`src/rtl/snn_cfg_sequencer.sv`:
```
// Configuration write-port owner for the neuron network: loads a default image
// after reset or on request, and forwards SPI writes in arrival order through a small queue.
module snn_cfg_sequencer #(
    parameter int ADDR_W     = 4,
    parameter int DATA_W     = 8,
    parameter int NUM_REGS   = 16,
    parameter int FIFO_DEPTH = 2,
    parameter logic [NUM_REGS*DATA_W-1:0] DEFAULT_IMG = {NUM_REGS*DATA_W{1'b0}}
) (
    input  logic              clk,
    input  logic              reset,
    input  logic [ADDR_W-1:0] spi_addr,
    input  logic [DATA_W-1:0] spi_data,
    input  logic              spi_we,
    input  logic              init_start,
    input  logic              err_clr,
    output logic [ADDR_W-1:0] net_addr,
    output logic [DATA_W-1:0] net_data,
    output logic              net_we,
    output logic              busy,
    output logic              init_done,
    output logic              drop_err
);

    localparam int CNT_W  = $clog2(NUM_REGS) + 1;
    localparam int PTR_W  = (FIFO_DEPTH > 1) ? $clog2(FIFO_DEPTH) : 1;
    localparam int FCNT_W = $clog2(FIFO_DEPTH + 1);
    localparam logic [CNT_W-1:0]  LAST_CNT  = CNT_W'(NUM_REGS - 1);
    localparam logic [FCNT_W-1:0] FIFO_FULL = FCNT_W'(FIFO_DEPTH);
    localparam logic [FCNT_W-1:0] FIFO_ONE  = FCNT_W'(1);

    typedef enum logic [1:0] {
        INIT_PEND = 2'd0,
        INIT      = 2'd1,
        DRAIN     = 2'd2,
        IDLE      = 2'd3
    } state_t;

    state_t              state_r, state_s;
    logic [CNT_W-1:0]    cnt_r, cnt_s, nxt_cnt_s;
    logic                pend_r, pend_s;
    logic [ADDR_W-1:0]   net_addr_r, net_addr_s;
    logic [DATA_W-1:0]   net_data_r, net_data_s;
    logic                net_we_r, net_we_s;
    logic                init_done_r, init_done_s;
    logic                drop_err_r, drop_s;
    logic                push_s, pop_s;
    logic                fifo_empty_s, fifo_full_s;
    logic [PTR_W-1:0]    wr_ptr_r, rd_ptr_r;
    logic [FCNT_W-1:0]   fcnt_r;
    logic [ADDR_W-1:0]   fifo_addr_r [FIFO_DEPTH];
    logic [DATA_W-1:0]   fifo_data_r [FIFO_DEPTH];

    function automatic logic [PTR_W-1:0] ptr_inc(input logic [PTR_W-1:0] p);
        return (p == PTR_W'(FIFO_DEPTH - 1)) ? {PTR_W{1'b0}} : p + PTR_W'(1);
    endfunction

    assign fifo_empty_s = (fcnt_r == {FCNT_W{1'b0}});
    assign fifo_full_s  = (fcnt_r == FIFO_FULL);
    assign nxt_cnt_s    = cnt_r + CNT_W'(1);
    assign busy         = (state_r != IDLE) || !fifo_empty_s;

    // Next-state, port arbitration and next values of the registered outputs
    always_comb begin
        state_s     = state_r;
        cnt_s       = cnt_r;
        pend_s      = pend_r;
        push_s      = 1'b0;
        pop_s       = 1'b0;
        drop_s      = 1'b0;
        net_we_s    = 1'b0;
        net_addr_s  = net_addr_r;
        net_data_s  = net_data_r;
        init_done_s = init_done_r;
        case (state_r)
            INIT_PEND: begin
                state_s     = INIT;
                cnt_s       = {CNT_W{1'b0}};
                pend_s      = 1'b0;
                init_done_s = 1'b0;
                net_we_s    = 1'b1;
                net_addr_s  = {ADDR_W{1'b0}};
                net_data_s  = DEFAULT_IMG[DATA_W-1:0];
                push_s      = spi_we && !fifo_full_s;
                drop_s      = spi_we && fifo_full_s;
            end
            INIT: begin
                push_s = spi_we && !fifo_full_s;
                drop_s = spi_we && fifo_full_s;
                if (cnt_r == LAST_CNT) begin
                    init_done_s = 1'b1;
                    state_s     = (fifo_empty_s && !push_s) ? IDLE : DRAIN;
                end else begin
                    cnt_s      = nxt_cnt_s;
                    net_we_s   = 1'b1;
                    net_addr_s = ADDR_W'(nxt_cnt_s);
                    net_data_s = DEFAULT_IMG[nxt_cnt_s*DATA_W +: DATA_W];
                end
            end
            DRAIN: begin
                // A pop always happens here, so a push into a full queue is still accepted
                pop_s       = 1'b1;
                push_s      = spi_we;
                net_we_s    = 1'b1;
                net_addr_s  = fifo_addr_r[rd_ptr_r];
                net_data_s  = fifo_data_r[rd_ptr_r];
                pend_s      = pend_r | init_start;
                init_done_s = init_done_r & ~init_start;
                if ((fcnt_r == FIFO_ONE) && !spi_we) begin
                    state_s = pend_s ? INIT_PEND : IDLE;
                end else begin
                    state_s = DRAIN;
                end
            end
            IDLE: begin
                if (spi_we) begin
                    net_we_s    = 1'b1;
                    net_addr_s  = spi_addr;
                    net_data_s  = spi_data;
                    init_done_s = init_done_r & ~init_start;
                    state_s     = init_start ? INIT_PEND : IDLE;
                end else if (init_start) begin
                    state_s     = INIT;
                    cnt_s       = {CNT_W{1'b0}};
                    init_done_s = 1'b0;
                    net_we_s    = 1'b1;
                    net_addr_s  = {ADDR_W{1'b0}};
                    net_data_s  = DEFAULT_IMG[DATA_W-1:0];
                end else begin
                    state_s = IDLE;
                end
            end
            default: begin
                state_s = INIT_PEND;
            end
        endcase
    end

    // FSM state, load counter and pending-init flag
    always_ff @(posedge clk or negedge reset) begin
        if (!reset) begin
            state_r <= INIT_PEND;
            cnt_r   <= {CNT_W{1'b0}};
            pend_r  <= 1'b0;
        end else begin
            state_r <= state_s;
            cnt_r   <= cnt_s;
            pend_r  <= pend_s;
        end
    end

    // Registered network port and status flags
    always_ff @(posedge clk or negedge reset) begin
        if (!reset) begin
            net_we_r    <= 1'b0;
            net_addr_r  <= {ADDR_W{1'b0}};
            net_data_r  <= {DATA_W{1'b0}};
            init_done_r <= 1'b0;
            drop_err_r  <= 1'b0;
        end else begin
            net_we_r    <= net_we_s;
            net_addr_r  <= net_addr_s;
            net_data_r  <= net_data_s;
            init_done_r <= init_done_s;
            drop_err_r  <= drop_s ? 1'b1 : (err_clr ? 1'b0 : drop_err_r);
        end
    end

    // SPI queue pointers and occupancy
    always_ff @(posedge clk or negedge reset) begin
        if (!reset) begin
            wr_ptr_r <= {PTR_W{1'b0}};
            rd_ptr_r <= {PTR_W{1'b0}};
            fcnt_r   <= {FCNT_W{1'b0}};
        end else begin
            if (push_s) wr_ptr_r <= ptr_inc(wr_ptr_r);
            if (pop_s)  rd_ptr_r <= ptr_inc(rd_ptr_r);
            case ({push_s, pop_s})
                2'b10:   fcnt_r <= fcnt_r + FCNT_W'(1);
                2'b01:   fcnt_r <= fcnt_r - FCNT_W'(1);
                default: fcnt_r <= fcnt_r;
            endcase
        end
    end

    // SPI queue storage; contents are don't-care while empty
    always_ff @(posedge clk) begin
        if (push_s) begin
            fifo_addr_r[wr_ptr_r] <= spi_addr;
            fifo_data_r[wr_ptr_r] <= spi_data;
        end
    end

    assign net_we    = net_we_r;
    assign net_addr  = net_addr_r;
    assign net_data  = net_data_r;
    assign init_done = init_done_r;
    assign drop_err  = drop_err_r;

endmodule

```
`config.mk`:
```
export PLATFORM = sky130hd
export DESIGN_NAME = snn_cfg_sequencer
export DESIGN_NICKNAME = d
export VERILOG_FILES = /design/src/rtl/snn_cfg_sequencer.sv
export SDC_FILE = /design/constraint.sdc
export NUM_CORES = 1
export LEC_CHECK = 0
export BUFFER_PORTS_ARGS = -buffer_cell sky130_fd_sc_hd__buf_2
export CORE_MARGIN = 2
export CORE_UTILIZATION = 30
export DETAILED_ROUTE_END_ITERATION = 12
export GPL_TIMING_DRIVEN = 0
export PLACE_DENSITY = 0.44
export SETUP_SLACK_MARGIN = 0.3
export SLEW_MARGIN = 20
export SYNTH_ARGS = -nofsm -noshare
export SYNTH_HDL_FRONTEND = slang
export SYNTH_SLANG_ARGS = --single-unit
```
`constraint.sdc`:
```
create_clock -name clk -period 3.6 [get_ports clk]
set_input_delay 0.72 -clock clk [delete_from_list [all_inputs] [get_ports clk]]
set_output_delay 0.72 -clock clk [all_outputs]
set_load 0.05 [all_outputs]
```
Yosys cells after proc, flatten, opt, wreduce, memory -nomap -nowiden
Memories as Yosys holds them, arrays and structs flattened.
Index checks and enable logic that the tools add are counted.
Widths: inputs -> output; s select.
Word-level totals
  register bits after elaboration: 27
  bits in writable memories: 24
  bits of input ports: 17
  word-level logic and storage cells: 95
  memories kept: 2
Memories
  fifo_data_r: words 2, width 8, read ports 1, clocked after Yosys merged registers in 0, wr ports 1, line 52  | logic [DATA_W-1:0] fifo_data_r [FIFO_DEPTH];
  fifo_addr_r: words 2, width 4, read ports 1, clocked after Yosys merged registers in 0, wr ports 1, line 51  | logic [ADDR_W-1:0] fifo_addr_r [FIFO_DEPTH];
Cells by class
  add/subtract/negate cells: 5
  equal/unequal tests: 14
  shift operators: 1
  mux-type cells: 39
  bitwise operators: 3
  reductions and logical operators: 20
Operator list (number)
  $shiftx 128x9->8 const A: 1
  $pmux 8 s4: 1
  $mux 8: 3
  $pmux 4 s4: 1
  $mux 1: 15
  $mux 5: 3
  $pmux 5 s3: 1
  $mux 2: 6
  $mux 4: 3
  $ne 2x2->1 const B: 5
  $eq 2x2->1 const B: 4
  $pmux 2 s4: 1
  $eq 2x1->1 const B: 3
  $reduce_bool 2->1: 3
  $add 5x1->5 const B: 1
  $eq 5x4->1 const B: 1
  $logic_and 1x1->1: 4
  $logic_not 1->1: 4
  $logic_not 2->1: 2
  $pmux 1 s2: 2
  $pmux 1 s4: 1
  $pmux 2 s2: 1
  $reduce_and 2->1: 2
  $reduce_and 4->1: 1
  11 further kinds: 13

Depth between registers and ports, before layout
Gate-level depths: netlist of the first run.
  word-level depth: 8
  mapped depth: 7
  depth with buffers taken out: 7

Least setup slack after synthesis of the first run
Ideal clock, no wire load.
  path kind: register -> register
  start: register state_r[1]
  end: memory fifo_addr_r[0][0] (enable)
  setup time: 380 ps
  data arrival time: 1519 ps
  data required time: 3220 ps
  slack: 1701 ps
  cell stages (with the launch flop): 6
  path buffers: 2
  clock period less this slack: 1899 ps
  cell sequence: dfrtp_1 -> buf_2 -> buf_2 -> mux2i_1 -> nand2_1 -> nor2_1
Between the ends
  cells in the longest elaborated chain, start to end: 5
  elaborated cells between the ends (all ways): 7
  classes of those cells: 2 x eq/ne; 3 x mux; 2 x reduce/logical
RTL lines
  start, declared: line 39  | state_t state_r, state_s;
  start signal, assigned: line 146  | state_r <= state_s;
  $eq 2x1->1 / $logic_not 2->1 (equally long branches): line 75  | case (state_r)
  $reduce_or 2->1 (no line)
  $pmux 1 s2 (*): line 75
  $mux 1 (*): line 188  | if (push_s) begin
  $mux 1 (implied by the code) (*): line 189  | fifo_addr_r[wr_ptr_r] <= spi_addr;
  end, declared: line 51
Mark *: on every way between the ends. The rest lies on a longest branch, timed or not.

Worst setup path in the final report of the first run
  start: register state_r[1]
  end: output port busy
Between the ends
  cells in the longest elaborated chain, start to end: 2
RTL lines
  $ne 2x2->1: line 61  | assign busy = (state_r != IDLE) || !fifo_empty_s;
  $logic_or 1x1->1: line 61
  end, declared: line 20  | output logic busy,
No other way between the ends.

==> results of run 1 <==
==> worst max-delay path, stage by stage (launching register included) <==
cell and delay, ns:
dfrtp_1 0.33, buf_2 0.19, buf_2 0.27, nand3_1 0.11, buf_2 0.22
==> where the power goes <==
group	internal, mW	switching, mW
Clock	0.278	0.186
Sequential	0.796	0.0836
Combinational	0.316	0.520
Total	1.39	0.790
==> per-layer routing <==
| metal | global-route usage (%) | routed length [µm] | vias to the layer above |
|---|---|---|---|
| li1 | - | - | 715 |
| met5 | 0 | 0 | - |
| met3 | 2.75 | 122 | 6 |
| met2 | 18.5 | 2040 | 25 |
| met1 | 18.1 | 2490 | 702 |
| met4 | 3.46 | 53 | 0 |
==> layout by cell type, fill, tap and decap left out, types with 2 or more instances in the layout <==
cell	count
mux2_2	3
inv_1	8
a21oi_1	8
o2bb2ai_1	4
xnor2_1	4
ha_1	5
dfrtp_1	27
o221a_2	2
mux2i_1	14
edfxtp_1	24
buf_2	39
and3_1	3
a31oi_1	2
nor2_1	18
a221o_1	8
bufinv_16	2
clkbuf_8	5
o22ai_1	2
nand2b_1	3
nand3_1	4
nor2_2	2
nand2_1	7
o21ai_0	7
==> how the worst max path moves through the flow <==
stage | slack, ns | cells after the start | end
6_report | 1.45 | 4 | busy
5_1_grt | 1.33 | 7 | net_addr[2]
4_1_cts | 1.44 | 4 | busy
3_5_place_dp | 1.47 | 4 | fifo_data_r[0][2]
3_3_place_gp | 1.15 | 4 | fifo_data_r[0][2]
2_1_floorplan | 1.70 | 5 | fifo_addr_r[0][0]
==> through the flow <==
stage          power, mW  std cells  worst slack (ns)  utilization [%]
3_5_place_dp        1.74        305              1.47             34.9
5_1_grt             2.33        313              1.33             36.8
4_1_cts             2.21        313              1.44             36.8
3_3_place_gp        1.73        305              1.15             34.9
2_1_floorplan       1.52        174              1.70                -
6_report            2.18        313              1.45             36.8
==> registers in the layout, summed over array words and instances, names as in the netlist <==
signal	flops
fifo_data_r	16
fifo_addr_r	8
net_data	8
cnt_r	5
net_addr	4
fcnt_r	2
state_r	2
drop_err	1
init_done	1
net_we	1
pend_r	1
rd_ptr_r	1
wr_ptr_r	1
==> cell families (layout without fill, tap and decap cells) <==
logic type      after synthesis  count (layout)
compound gates               39              39
xor+xnor                      5               5
fa+ha+maj                     5               5
buf+inv                      17              57
flops                        51              51
mux                          17              17
simple gates                 40              40
==> layout make-up <==
type	instances	area, µm²
repair buffers	32	160
plain buffers	9	53.8
inverters	8	30.0
clock inverters	2	60.1
flip-flops and latches	51	1400
well taps	99	124
multi-input cells	106	757
fillers	738	4560
clock buffers	6	72.6
==> flow_summary.toml, run 1 <==
[drt]
drt_first_pass_iters = 4
viasPerCell = 4.63
antenna_left = 0
wl_um = 4710
drcViolationCount = 0
num_vias = 1448
drt-wirelength-per-cell_um = 15.0
drtIter0Drc = 35

[cts]
hold_buffers = 0
clk_pin_slew_worst_paths_ns = 0.09
clk_path_buf_depth = 2
cts_resized = 0
numClockSinks = 51
root_buffer = "clkbuf_8"
clock_latency_ns = 0.30
cts_buffers = 5
cts_tree = "built"
postCtsSetupBuffers = 0
htree_num_levels = 2

[worst_setup_path]
critPathLaunch = "state_r[1]"
reg2reg_depth = 6
cp-start-kind = "flip-flop"
r2r_end = "cnt_r[2]"
path_max_fanout = 10
end_kind = "output port"
critPathKind = "reg -> out"
critPathArrivalTime_ns = 1.43
required_ns = 2.88
ff2ff_setup_slack_ns = 1.50
r2r_start = "cnt_r[0]"

[logic_synthesis]
netlist.area_leader.share_pct = 32.3
synth-seq-area-share_pct = 62.5
yosys.area_share.simple_pct = 8.12
syn_area_per_cell_um2 = 12.8
synth_top_family_by_area = "compound AO/OA/AOI/OAI gates"
syn_area_um2 = 2230
synth-xor-area-share_pct = 1.96
synth_compound_area_share_pct = 13.1
syn_inst = 174
syn-num-nets = 196
synth_edf_count = 24
ys_ff_latch = 51
synthTopCellsByCount = "27 x dfrtp_1, 24 x edfxtp_1, 19 x nor2_1"
ys_types = 33
synth.most_common_cell = "dfrtp_1"
yosysWarnings = 0
synth_adder_area_share_pct = 2.80
yosys.area.top_type = "edfxtp_1"
synth_area_leaders = "edfxtp_1 32%, dfrtp_1 30%, mux2i_1 6.3%"
synth_mux_area_share_pct = 7.78
synthArstFlopShare_pct = 52.9
ys.flop_type = "dfrtp_1"

[final_layout]
area_growth_pct = 18.8
fin_nets = 235
drive_gt1_share_pct = 26.2
fin_area_um2 = 2650
antenna_cells = 0

[timing]
drv_slew = 0
fin_crit_ns = 2.15
setup_viol = 0
maxSlewHeadroom_pct = 54.0
fmax_mhz = 466
setup_tns_ns = 0
rsz0062_at_grt = "no"
finClkSkew_ns = 0.00800
finalHoldViolations = 0
hold-worst-slack_ns = 0.445
worst_pin_slew_ns = 0.689
period_share_pct = 59.6

[job]
maxCapViolations = 0

[place]
place_area_um2 = 2520
numPortBuffers = 32
hpwl_um = 3210
gp_congestion = 0.748

[power]
p_per_area_nw_per_um2 = 821
ir_drop_v = 0.000262
leakage_nw = 1.13

[die]
die-area_um2 = 8150
dieWidth_um = 90.3
die_h_um = 90.3
start_util_pct = 31.0
rows = 31
fp.coreArea_um2 = 7210
pin_count = 33

[worst_hold_path]
min_path_type = "in -> async"

[global_routing]
grt_use_total_pct = 12.4
overflow = 0
grt_pass1_vias = 1473
grt_max_degree = 28
grt_pass1_wl_um = 7820
grt_antenna_before_repair = 0

[status]
outcome = "finished, final reports clean"
No activity file was read; power rests on OpenSTA's default activity.
==> run 2: changes to the inputs <==
Clock period 3.6 ns to 2.25 ns, I/O delays scaled along.
==> flow_summary.toml, run 2 (same netlist as run 1, synthesis figures left out) <==
[global_routing]
grt_max_degree = 28
grt_antenna_before_repair = 0
grt_pass1_wl_um = 7890
grt_use_total_pct = 12.5
grt_pass1_vias = 1487
overflow = 0

[worst_setup_path]
cp-start-kind = "flip-flop"
end_kind = "flip-flop"
critPathArrivalTime_ns = 2.06
required_ns = 2.43
critPathKind = "reg -> reg"
reg2reg_depth = 7
r2r_end = "cnt_r[2]"
slowest_delay_ns = 0.41
path_max_fanout = 7
r2r_start = "cnt_r[0]"
ff2ff_setup_slack_ns = 0.37
slowest_stage = "dfrtp_1"
crit_chain = "ha_2, and3_4, ha_4, a21oi_1, a41o_2, buf_4, mux2_2"

[final_layout]
antenna_cells = 0
mostFrequentLayoutCell = "buf_2"
fin_util_pct = 38.0
fin_nets = 241
fin_area_um2 = 2740
drive_gt1_share_pct = 30.9
final_cell_mix = "39 x buf_2, 27 x dfrtp_1, 24 x edfxtp_1"
final-instance-count-excl-fill = 319
top_register = "fifo_data_r"
largest_reg_flops = 16
area_growth_pct = 22.7

[timing]
drv_slew = 0
hold-worst-slack_ns = 0.177
worst_pin_slew_ns = 0.679
rsz0062_at_grt = "yes"
finClkSkew_ns = 0.00970
setup_viol = 0
fin_crit_ns = 1.88
period_share_pct = 83.6
fmax_mhz = 532
fin_ws_ns = 0.369
maxSlewHeadroom_pct = 54.7
finalHoldViolations = 0
setup_tns_ns = 0

[die]
die_h_um = 90.3
pin_count = 33
start_util_pct = 31.0
die-area_um2 = 8150
rows = 31
dieWidth_um = 90.3
fp.coreArea_um2 = 7210

[drt]
viasPerCell = 4.59
drtIter0Drc = 31
num_vias = 1465
drcViolationCount = 0
wl_um = 4890
antenna_left = 0
drt-wirelength-per-cell_um = 15.3
drt_first_pass_iters = 4

[cts]
numClockSinks = 51
clock_latency_ns = 0.30
root_buffer = "clkbuf_8"
cts_buffers = 5
htree_num_levels = 2
cts_tree = "built"
clk_path_buf_depth = 2
clk_pin_slew_worst_paths_ns = 0.10

[place]
numPortBuffers = 32
dp.cells = 305
pre_cts_ws_ns = 0.150
hpwl_um = 3210
place_area_um2 = 2520
gp_congestion = 0.748

[status]
outcome = "finished, final reports clean"

[power]
ir_drop_v = 0.000491
leakage_nw = 1.16
p_per_area_nw_per_um2 = 1320
power_mw = 3.62

[worst_hold_path]
min_path_type = "in -> async"

[job]
maxCapViolations = 0
==> run 2: cell types whose count changed in the layout (fill, tap and decap cells not counted), sizes merged <==
cell and delta:
buf +6
==> run 2: worst max-delay path by stage <==
stage / start / end / slack (ns)
floorplan: state_r[1] / fifo_addr_r[0][0] / 0.35
global placement: state_r[1] / fifo_data_r[0][2] / -0.15
detailed placement: state_r[1] / fifo_data_r[0][2] / 0.15
CTS: cnt_r[1] / cnt_r[2] / 0.30
global route: cnt_r[0] / net_addr[2] / 0.28
finish: cnt_r[0] / cnt_r[2] / 0.37
==> run 2: worst max-delay path: cells and delay by family (launching register included) <==
family,cells,cell delay [ns]
buffers and inverters,1,0.13
AO/OA/AOI/OAI,2,0.34
multiplexers,1,0.32
flip-flops,1,0.41
AND/OR/NAND/NOR,1,0.19
adder cells (fa/ha/maj),2,0.38
==> run 2: repair_timing <==
item                                    in CTS  in global routing
resized for setup                            4                  4
pin swaps                                    1                  4
hold buffers                                 0                  0
buffers inserted                             1                  5
endpoints found under the setup margin      36                 25
==> run 2: final cells by class <==
class                      instances  area [µm²]
fill                             733        4470
sequential                        51        1400
multi-input combinational        106         787
timing repair buffer              38         218
tap                               99         124
clock buffer                       6        72.6
clock inverter                     2        60.1
buffer                             9        53.8
inverter                           8        30.0
==> run 2: per-layer routing <==
metal | routed length, µm | global-route usage, %
met2 | 2140 | 18.7
met5 | 0 | 0
met3 | 118 | 2.75
met4 | 53 | 3.46
met1 | 2580 | 18.2
==> run 2: where the power goes <==
| group | internal, mW | total [mW] | switching (mW) | leakage, nW |
|---|---|---|---|---|
| registers | 1.27 | 1.40 | 0.132 | 0.565 |
| clock network | 0.444 | 0.742 | 0.298 | 0.0654 |
| logic | 0.597 | 1.48 | 0.878 | 0.530 |
| total | 2.31 | 3.62 | 1.31 | 1.16 |
